$ cat src/rtl/key_menu_pkg.sv
// Shared types and constants for the three-button menu controller.
// Imported by the key front end and the menu FSM.
package key_menu_pkg;

    typedef enum logic {
        BROWSE = 1'b0,
        EDIT   = 1'b1
    } menu_state_t;

    localparam int KEY_UP   = 0;
    localparam int KEY_DOWN = 1;
    localparam int KEY_OK   = 2;
    localparam int N_KEYS   = 3;

    // Counter width able to hold the value n itself.
    function automatic int cnt_width(input int n);
        return $clog2(n) + 1;
    endfunction

endpackage

$ cat src/rtl/key_evt_gen.sv
// One push-button front end: synchroniser, debounce, press pulse
// and optional long-press auto-repeat, producing single-cycle events.
module key_evt_gen
    import key_menu_pkg::*;
#(
    parameter int DEB_CYCLES    = 500000,
    parameter int LONG_CYCLES   = 25000000,
    parameter int REPEAT_CYCLES = 5000000,
    parameter bit REPEAT_EN     = 1'b1
) (
    input  logic clk,
    input  logic rst,
    input  logic key_n,
    output logic evt
);

    localparam int DEB_W  = cnt_width(DEB_CYCLES);
    localparam int LONG_W = cnt_width(LONG_CYCLES);
    localparam int REP_W  = cnt_width(REPEAT_CYCLES);

    logic              sync_a;
    logic              sync_b;
    logic              deb_level;
    logic              deb_prev;
    logic [DEB_W-1:0]  deb_cnt;
    logic [LONG_W-1:0] hold_cnt;
    logic [REP_W-1:0]  rep_cnt;
    logic              press_edge;
    logic              hold_done;
    logic              rep_fire;

    // Two-flop synchroniser; idles released (high).
    always_ff @(posedge clk or posedge rst) begin
        if (rst) begin
            sync_a <= 1'b1;
            sync_b <= 1'b1;
        end else begin
            sync_a <= key_n;
            sync_b <= sync_a;
        end
    end

    // Accept a new level only after DEB_CYCLES consecutive disagreements.
    always_ff @(posedge clk or posedge rst) begin
        if (rst) begin
            deb_level <= 1'b1;
            deb_cnt   <= '0;
        end else if (sync_b == deb_level) begin
            deb_cnt <= '0;
        end else if (deb_cnt == DEB_W'(DEB_CYCLES - 1)) begin
            deb_level <= sync_b;
            deb_cnt   <= '0;
        end else begin
            deb_cnt <= deb_cnt + DEB_W'(1);
        end
    end

    assign press_edge = deb_prev & ~deb_level;
    assign hold_done  = (hold_cnt == LONG_W'(LONG_CYCLES));
    assign rep_fire   = REPEAT_EN && !deb_level &&
                        hold_done && (rep_cnt == '0);

    // Hold timer saturates at LONG_CYCLES, then the repeat phase free-runs.
    always_ff @(posedge clk or posedge rst) begin
        if (rst) begin
            hold_cnt <= '0;
            rep_cnt  <= '0;
        end else if (deb_level) begin
            hold_cnt <= '0;
            rep_cnt  <= '0;
        end else if (!hold_done) begin
            hold_cnt <= hold_cnt + LONG_W'(1);
        end else if (rep_cnt == REP_W'(REPEAT_CYCLES - 1)) begin
            rep_cnt <= '0;
        end else begin
            rep_cnt <= rep_cnt + REP_W'(1);
        end
    end

    // Registered event: press edge or auto-repeat tick.
    always_ff @(posedge clk or posedge rst) begin
        if (rst) begin
            deb_prev <= 1'b1;
            evt      <= 1'b0;
        end else begin
            deb_prev <= deb_level;
            evt      <= press_edge | rep_fire;
        end
    end

endmodule

$ cat src/rtl/key_menu_ctl.sv
// Three-button BROWSE/EDIT menu: selects an item, edits a shadow
// copy and commits it atomically into the value bank.
module key_menu_ctl
    import key_menu_pkg::*;
#(
    parameter int N_ITEMS        = 4,
    parameter int VAL_WIDTH      = 4,
    parameter int VAL_MAX        = 15,
    parameter int VAL_INIT       = 0,
    parameter int DEB_CYCLES     = 500000,
    parameter int LONG_CYCLES    = 25000000,
    parameter int REPEAT_CYCLES  = 5000000,
    parameter int TIMEOUT_CYCLES = 250000000,
    parameter int SEL_W = (N_ITEMS > 1) ? $clog2(N_ITEMS) : 1
) (
    input  logic                         clk,
    input  logic                         rst,
    input  logic                         key_up,
    input  logic                         key_down,
    input  logic                         key_ok,
    output logic [SEL_W-1:0]             sel_idx,
    output logic                         edit_mode,
    output logic [VAL_WIDTH-1:0]         edit_val,
    output logic [N_ITEMS*VAL_WIDTH-1:0] val_bus,
    output logic                         cfg_update
);

    localparam int IDLE_W = cnt_width(TIMEOUT_CYCLES);
    localparam logic [VAL_WIDTH:0] MAX_EXT =
        (VAL_WIDTH + 1)'(VAL_MAX);
    localparam logic [VAL_WIDTH-1:0] INIT_V =
        VAL_WIDTH'(VAL_INIT);
    localparam logic [SEL_W-1:0] SEL_LAST =
        SEL_W'(N_ITEMS - 1);

    logic [N_KEYS-1:0]    key_raw;
    logic [N_KEYS-1:0]    evt;
    logic                 ok_ev;
    logic                 up_ev;
    logic                 dn_ev;
    logic                 any_ev;
    menu_state_t          state;
    logic [IDLE_W-1:0]    idle_cnt;
    logic [SEL_W-1:0]     sel_inc;
    logic [SEL_W-1:0]     sel_dec;
    logic [VAL_WIDTH-1:0] cur_val;
    logic [VAL_WIDTH-1:0] inc_item;
    logic [VAL_WIDTH-1:0] dec_item;
    logic [VAL_WIDTH:0]   val_inc;
    logic [VAL_WIDTH:0]   val_dec;
    logic [VAL_WIDTH-1:0] inc_sat;
    logic [VAL_WIDTH-1:0] dec_sat;

    assign key_raw[KEY_UP]   = key_up;
    assign key_raw[KEY_DOWN] = key_down;
    assign key_raw[KEY_OK]   = key_ok;

    for (genvar k = 0; k < N_KEYS; k++) begin : g_key
        key_evt_gen #(
            .DEB_CYCLES   (DEB_CYCLES),
            .LONG_CYCLES  (LONG_CYCLES),
            .REPEAT_CYCLES(REPEAT_CYCLES),
            .REPEAT_EN    (k != KEY_OK)
        ) u_evt (
            .clk  (clk),
            .rst  (rst),
            .key_n(key_raw[k]),
            .evt  (evt[k])
        );
    end

    // OK wins; simultaneous UP and DOWN cancel each other.
    always_comb begin
        ok_ev  = evt[KEY_OK];
        up_ev  = evt[KEY_UP] & ~evt[KEY_DOWN] & ~evt[KEY_OK];
        dn_ev  = evt[KEY_DOWN] & ~evt[KEY_UP] & ~evt[KEY_OK];
        any_ev = |evt;
    end

    // Wrapping neighbours of the selection and their committed values.
    always_comb begin
        sel_inc  = (sel_idx == SEL_LAST) ? '0 : sel_idx + SEL_W'(1);
        sel_dec  = (sel_idx == '0) ? SEL_LAST : sel_idx - SEL_W'(1);
        cur_val  = val_bus[int'(sel_idx)*VAL_WIDTH +: VAL_WIDTH];
        inc_item = val_bus[int'(sel_inc)*VAL_WIDTH +: VAL_WIDTH];
        dec_item = val_bus[int'(sel_dec)*VAL_WIDTH +: VAL_WIDTH];
    end

    // Saturating shadow arithmetic with one guard bit.
    always_comb begin
        val_inc = {1'b0, edit_val} + (VAL_WIDTH + 1)'(1);
        val_dec = {1'b0, edit_val} - (VAL_WIDTH + 1)'(1);
        inc_sat = (val_inc > MAX_EXT) ? MAX_EXT[VAL_WIDTH-1:0]
                                      : val_inc[VAL_WIDTH-1:0];
        dec_sat = val_dec[VAL_WIDTH] ? '0 : val_dec[VAL_WIDTH-1:0];
    end

    // Menu FSM with shadow register, value bank and commit strobe.
    always_ff @(posedge clk or posedge rst) begin
        if (rst) begin
            state      <= BROWSE;
            sel_idx    <= '0;
            edit_mode  <= 1'b0;
            edit_val   <= INIT_V;
            val_bus    <= {N_ITEMS{INIT_V}};
            cfg_update <= 1'b0;
            idle_cnt   <= '0;
        end else begin
            cfg_update <= 1'b0;
            unique case (state)
                BROWSE: begin
                    idle_cnt <= '0;
                    unique case (1'b1)
                        ok_ev: begin
                            edit_val  <= cur_val;
                            edit_mode <= 1'b1;
                            state     <= EDIT;
                        end
                        up_ev: begin
                            sel_idx  <= sel_inc;
                            edit_val <= inc_item;
                        end
                        dn_ev: begin
                            sel_idx  <= sel_dec;
                            edit_val <= dec_item;
                        end
                        default: ;
                    endcase
                end
                EDIT: begin
                    unique case (1'b1)
                        ok_ev: begin
                            val_bus[int'(sel_idx)*VAL_WIDTH +: VAL_WIDTH]
                                       <= edit_val;
                            cfg_update <= 1'b1;
                            edit_mode  <= 1'b0;
                            idle_cnt   <= '0;
                            state      <= BROWSE;
                        end
                        up_ev: begin
                            edit_val <= inc_sat;
                            idle_cnt <= '0;
                        end
                        dn_ev: begin
                            edit_val <= dec_sat;
                            idle_cnt <= '0;
                        end
                        default: begin
                            if (any_ev) begin
                                idle_cnt <= '0;
                            end else if (idle_cnt ==
                                         IDLE_W'(TIMEOUT_CYCLES - 1)) begin
                                edit_val  <= cur_val;
                                edit_mode <= 1'b0;
                                idle_cnt  <= '0;
                                state     <= BROWSE;
                            end else begin
                                idle_cnt <= idle_cnt + IDLE_W'(1);
                            end
                        end
                    endcase
                end
                default: state <= BROWSE;
            endcase
        end
    end

endmodule

$ cat config.mk
export PLATFORM = sky130hd
export DESIGN_NAME = key_menu_ctl
export DESIGN_NICKNAME = d
export VERILOG_FILES = /design/src/rtl/key_menu_pkg.sv /design/src/rtl/key_evt_gen.sv /design/src/rtl/key_menu_ctl.sv
export SDC_FILE = /design/constraint.sdc
export NUM_CORES = 1
export LEC_CHECK = 0
export CORE_ASPECT_RATIO = 0.8
export CORE_UTILIZATION = 35
export CTS_BUF_LIST = sky130_fd_sc_hd__clkbuf_16
export DETAILED_ROUTE_END_ITERATION = 16
export RECOVER_POWER = 25
export SLEW_MARGIN = 20
export SYNTH_ARGS = -nofsm -noshare
export SYNTH_HDL_FRONTEND = slang
export SYNTH_SLANG_ARGS = --single-unit
$ cat constraint.sdc
create_clock -name clk -period 13.37 [get_ports clk]
set_input_delay 2.674 -clock clk [delete_from_list [all_inputs] [get_ports clk]]
set_output_delay 2.674 -clock clk [all_outputs]
set_load 0.01 [all_outputs]
==> flow_metrics.tcl <==
set metrics [dict create \
    startpoint "sel_idx[0]" \
    core_um2 33860 \
    synth_top_family_by_area "simple AND/OR/NAND/NOR gates" \
    hold_start "g_key[2].u_evt.sync_a" \
    cp_top_family "flip-flops" \
    drv_slew 110 \
    power.switching_mw 0.2979 \
    clock_latency_ps 530 \
    postSynthNetCount 1287 \
    hpwl_um 16920 \
    firstDrtPassIters 5 \
    cts_root_buffer "clkbuf_16" \
    syn_area_um2 12140 \
    drc 0 \
    drv_cap 3 \
    grt_first_pass_wirelength_um 44420 \
    powerDensity_nw_per_um2 104.1 \
    cpPeakStageDelay_ps 740 \
    rsz0062_at_grt "false" \
    layout-area-overhead-vs-synth_pct 11.87 \
    synth_warnings 0 \
    worst_pin_slew_ps 1649 \
    syn_inst 1262 \
    dieWidth_um 210.2 \
    drt_wl_total_um 25640 \
    reg2reg_from "g_key[1].u_evt.hold_cnt[0]" \
    final_nets 1293 \
    die_h_um 168.6 \
    slowest_stage "dfrtp_1" \
    outcome "complete, but fails checks" \
    drive_gt1_share_pct 6.610 \
    tns_ps 0 \
    critPathArrivalTime_ps 1930 \
    post_cts_resized 0 \
    pwr-share-comb_pct 1.6 \
    drtIter0Drc 658 \
    hold_viol 0 \
    synth_xor_area_share_pct 9.307 \
    p_leak_nw 5.479 \
    clockBufferDepth 3 \
    cts_max_level 1 \
    grt_usage_pct 14.86 \
    synthTopCellsByArea "dfrtp_1 (45%), nor2_1 (5.5%), xnor2_1 (5.4%), xor2_1 (3.9%), nand2_1 (3.1%)" \
    avgSynthCellArea_um2 9.619 \
    gp_congestion 0.8573 \
    period_minus_slack_ps 4601 \
    worst_clock_skew_ps 10.19 \
    synth_top_area_cell "dfrtp_1" \
    swShare_pct 21.08 \
    synth_fa_ha_area_share_pct 2.061 \
    cts_tree "done" \
    synth_top_flop_cell "dfrtp_1" \
    startpoint_type "flop" \
    antenna_found_initial 0 \
    num_antenna_cells 0 \
    crit_buf_inv 1 \
    hold_path_class "flop to flop" \
    dpl_worst_slack_ps 8698 \
    crit_chain "clkdlybuf4s50_1" \
    seq_area_frac_synth_pct 47.33 \
    min_period_over_period_pct 34.41 \
    fmax_mhz 217.3 \
    slew_headroom_pct -9.939 \
    routedWlPerCell_um 14.64 \
    async_flop_share_pct 100.0 \
    most-common-layout-cells "dfrtp_1 (217), nor2_1 (177), nand2_1 (99)" \
    grt-ovfl-total 0 \
    dieArea_um2 35440 \
    io_pins 29 \
    cts_setup_buffers 0 \
    clk_pin_slew_ps 60 \
    ys_ff_latch 229 \
    final_common_cell "dfrtp_1" \
    vias 9223 \
    critical_path_class "flop to output pin" \
    fp-row-count 60 \
    synth_edf_count 0 \
    cts.sinks 229 \
    worstPathMaxFanout 14 \
    seq_power_share_pct 49.5 \
    cp-end-kind "output pin" \
    synth_top_area_share_pct 44.73 \
    port_buffers 28 \
    setup_viol 0 \
    yosys.area_share.simple_pct 27.43 \
    cts-hold-fix-buffers 0 \
    vias_per_cell 5.267 \
    fillers 3342 \
    grt_max_degree 118 \
    synth_compound_area_share_pct 8.627 \
    synthDistinctLibCells 76 \
    intPower_mw 1.115 \
    grt_pass1_vias 8612 \
    start_util_pct 35.85 \
    setup_slack_ps 8769 \
    cts_buffers 24 \
    violations "max-capacitance violations, max-slew violations" \
    whs_ps 355.4 \
    ant_nets 0 \
    muxShareOfSynthArea_pct 2.031 \
    pwr-share-clk_pct 48.9 \
    cp.required_ps 10700 \
    vdd_drop_max_mv 0.08396 \
]
## flip-flops by register name (all words and copies together) (netlist names)
signal	cells
val_bus	16
g_key.u_evt.sync_b	3
g_key.u_evt.deb_prev	3
idle_cnt	29
cfg_update	1
g_key.u_evt.deb_level	3
sel_idx	2
g_key.u_evt.evt	3
g_key.u_evt.sync_a	3
g_key.u_evt.rep_cnt	48
edit_val	4
g_key.u_evt.hold_cnt	52
edit_mode	1
state	1
g_key.u_evt.deb_cnt	60
## layout make-up
cell class / count / area, um^2 / share of cell area, %
clock inverters: 19 / 185.2 / 1.364
repair buffers: 34 / 317.8 / 2.340
clock buffers: 25 / 625.6 / 4.607
multi-input cells: 943 / 5982 / 44.05
flip-flops and latches: 229 / 5746 / 42.31
inverters: 36 / 142.6 / 1.050
well taps: 465 / 581.8 / 4.284
## synth_stat cells (7+ instances only)
cell type	count
mux2i_1	10
a21oi_1	21
ha_1	20
and2_1	12
xor2_1	54
or2_2	8
nor4b_1	11
clkbuf_1	28
nand3_1	70
dfstp_2	12
nand2b_1	9
nor3b_1	9
buf_2	15
a22o_1	13
nand4_1	51
inv_1	36
a31oi_1	43
or3_1	11
and3_1	35
nor3_1	39
nor2_1	177
xnor2_1	75
nand2_1	99
and4_1	21
dfrtp_1	217
o21ai_0	19
nor4_1	35
nand3b_1	7
## power by group through the flow
stage               Combinational [mW]  Clock [mW]  Sequential, mW
finish                          0.0223       0.691           0.700
floorplan                       0.0167           0           0.712
CTS                             0.0240       0.711           0.700
global route                    0.0269       0.741           0.700
global placement                0.0239           0           0.713
detailed placement              0.0240           0           0.713
## path summary, 6_finish.rpt
path	slack (ps)	endpoint	cells past startpoint
max	8770	sel_idx[0]	1
min	360	g_key[2].u_evt.sync_b	0
max reg2reg	10060	g_key[1].u_evt.rep_cnt[22]	8
min reg2reg	360	g_key[2].u_evt.sync_b	0
max in group asynchronous	9410	g_key[2].u_evt.deb_cnt[19]	3
min in group asynchronous	2670	cfg_update	2
## per-stage QoR
| step | std cells | utilization (%) | area (um^2) | power (mW) |
|---|---|---|---|---|
| final | 1751 | 40.11 | 13580 | 1.413 |
| after global routing | 1751 | 40.11 | 13580 | 1.468 |
| after CTS | 1751 | 40.21 | 13610 | 1.435 |
| after detailed placement | 1707 | 37.81 | 12800 | 0.7366 |
| after global placement | 1707 | 37.81 | 12800 | 0.7364 |
| after floorplan | 1262 | - | 12140 | 0.7287 |
## logic make-up (layout without fill, tap and decap cells)
| family | Yosys count | after routing |
|---|---|---|
| flip-flops | 229 | 229 |
| AO/OA/AOI/OAI | 146 | 146 |
| multiplexers | 19 | 19 |
| AND/OR/NAND/NOR | 629 | 629 |
| adder cells (fa/ha/maj) | 20 | 20 |
| buffers and inverters | 90 | 114 |
| XOR/XNOR | 129 | 129 |
## layer usage
metal	up-vias	global-route usage, %	share of wire, %
li1	4544	-	-
met1	4491	23.33	53
met2	157	21.03	41
met3	31	2.430	4.4
met4	0	3.364	1.5
met5	-	0	0
Note: power is estimated with default switching activity, not from simulation.
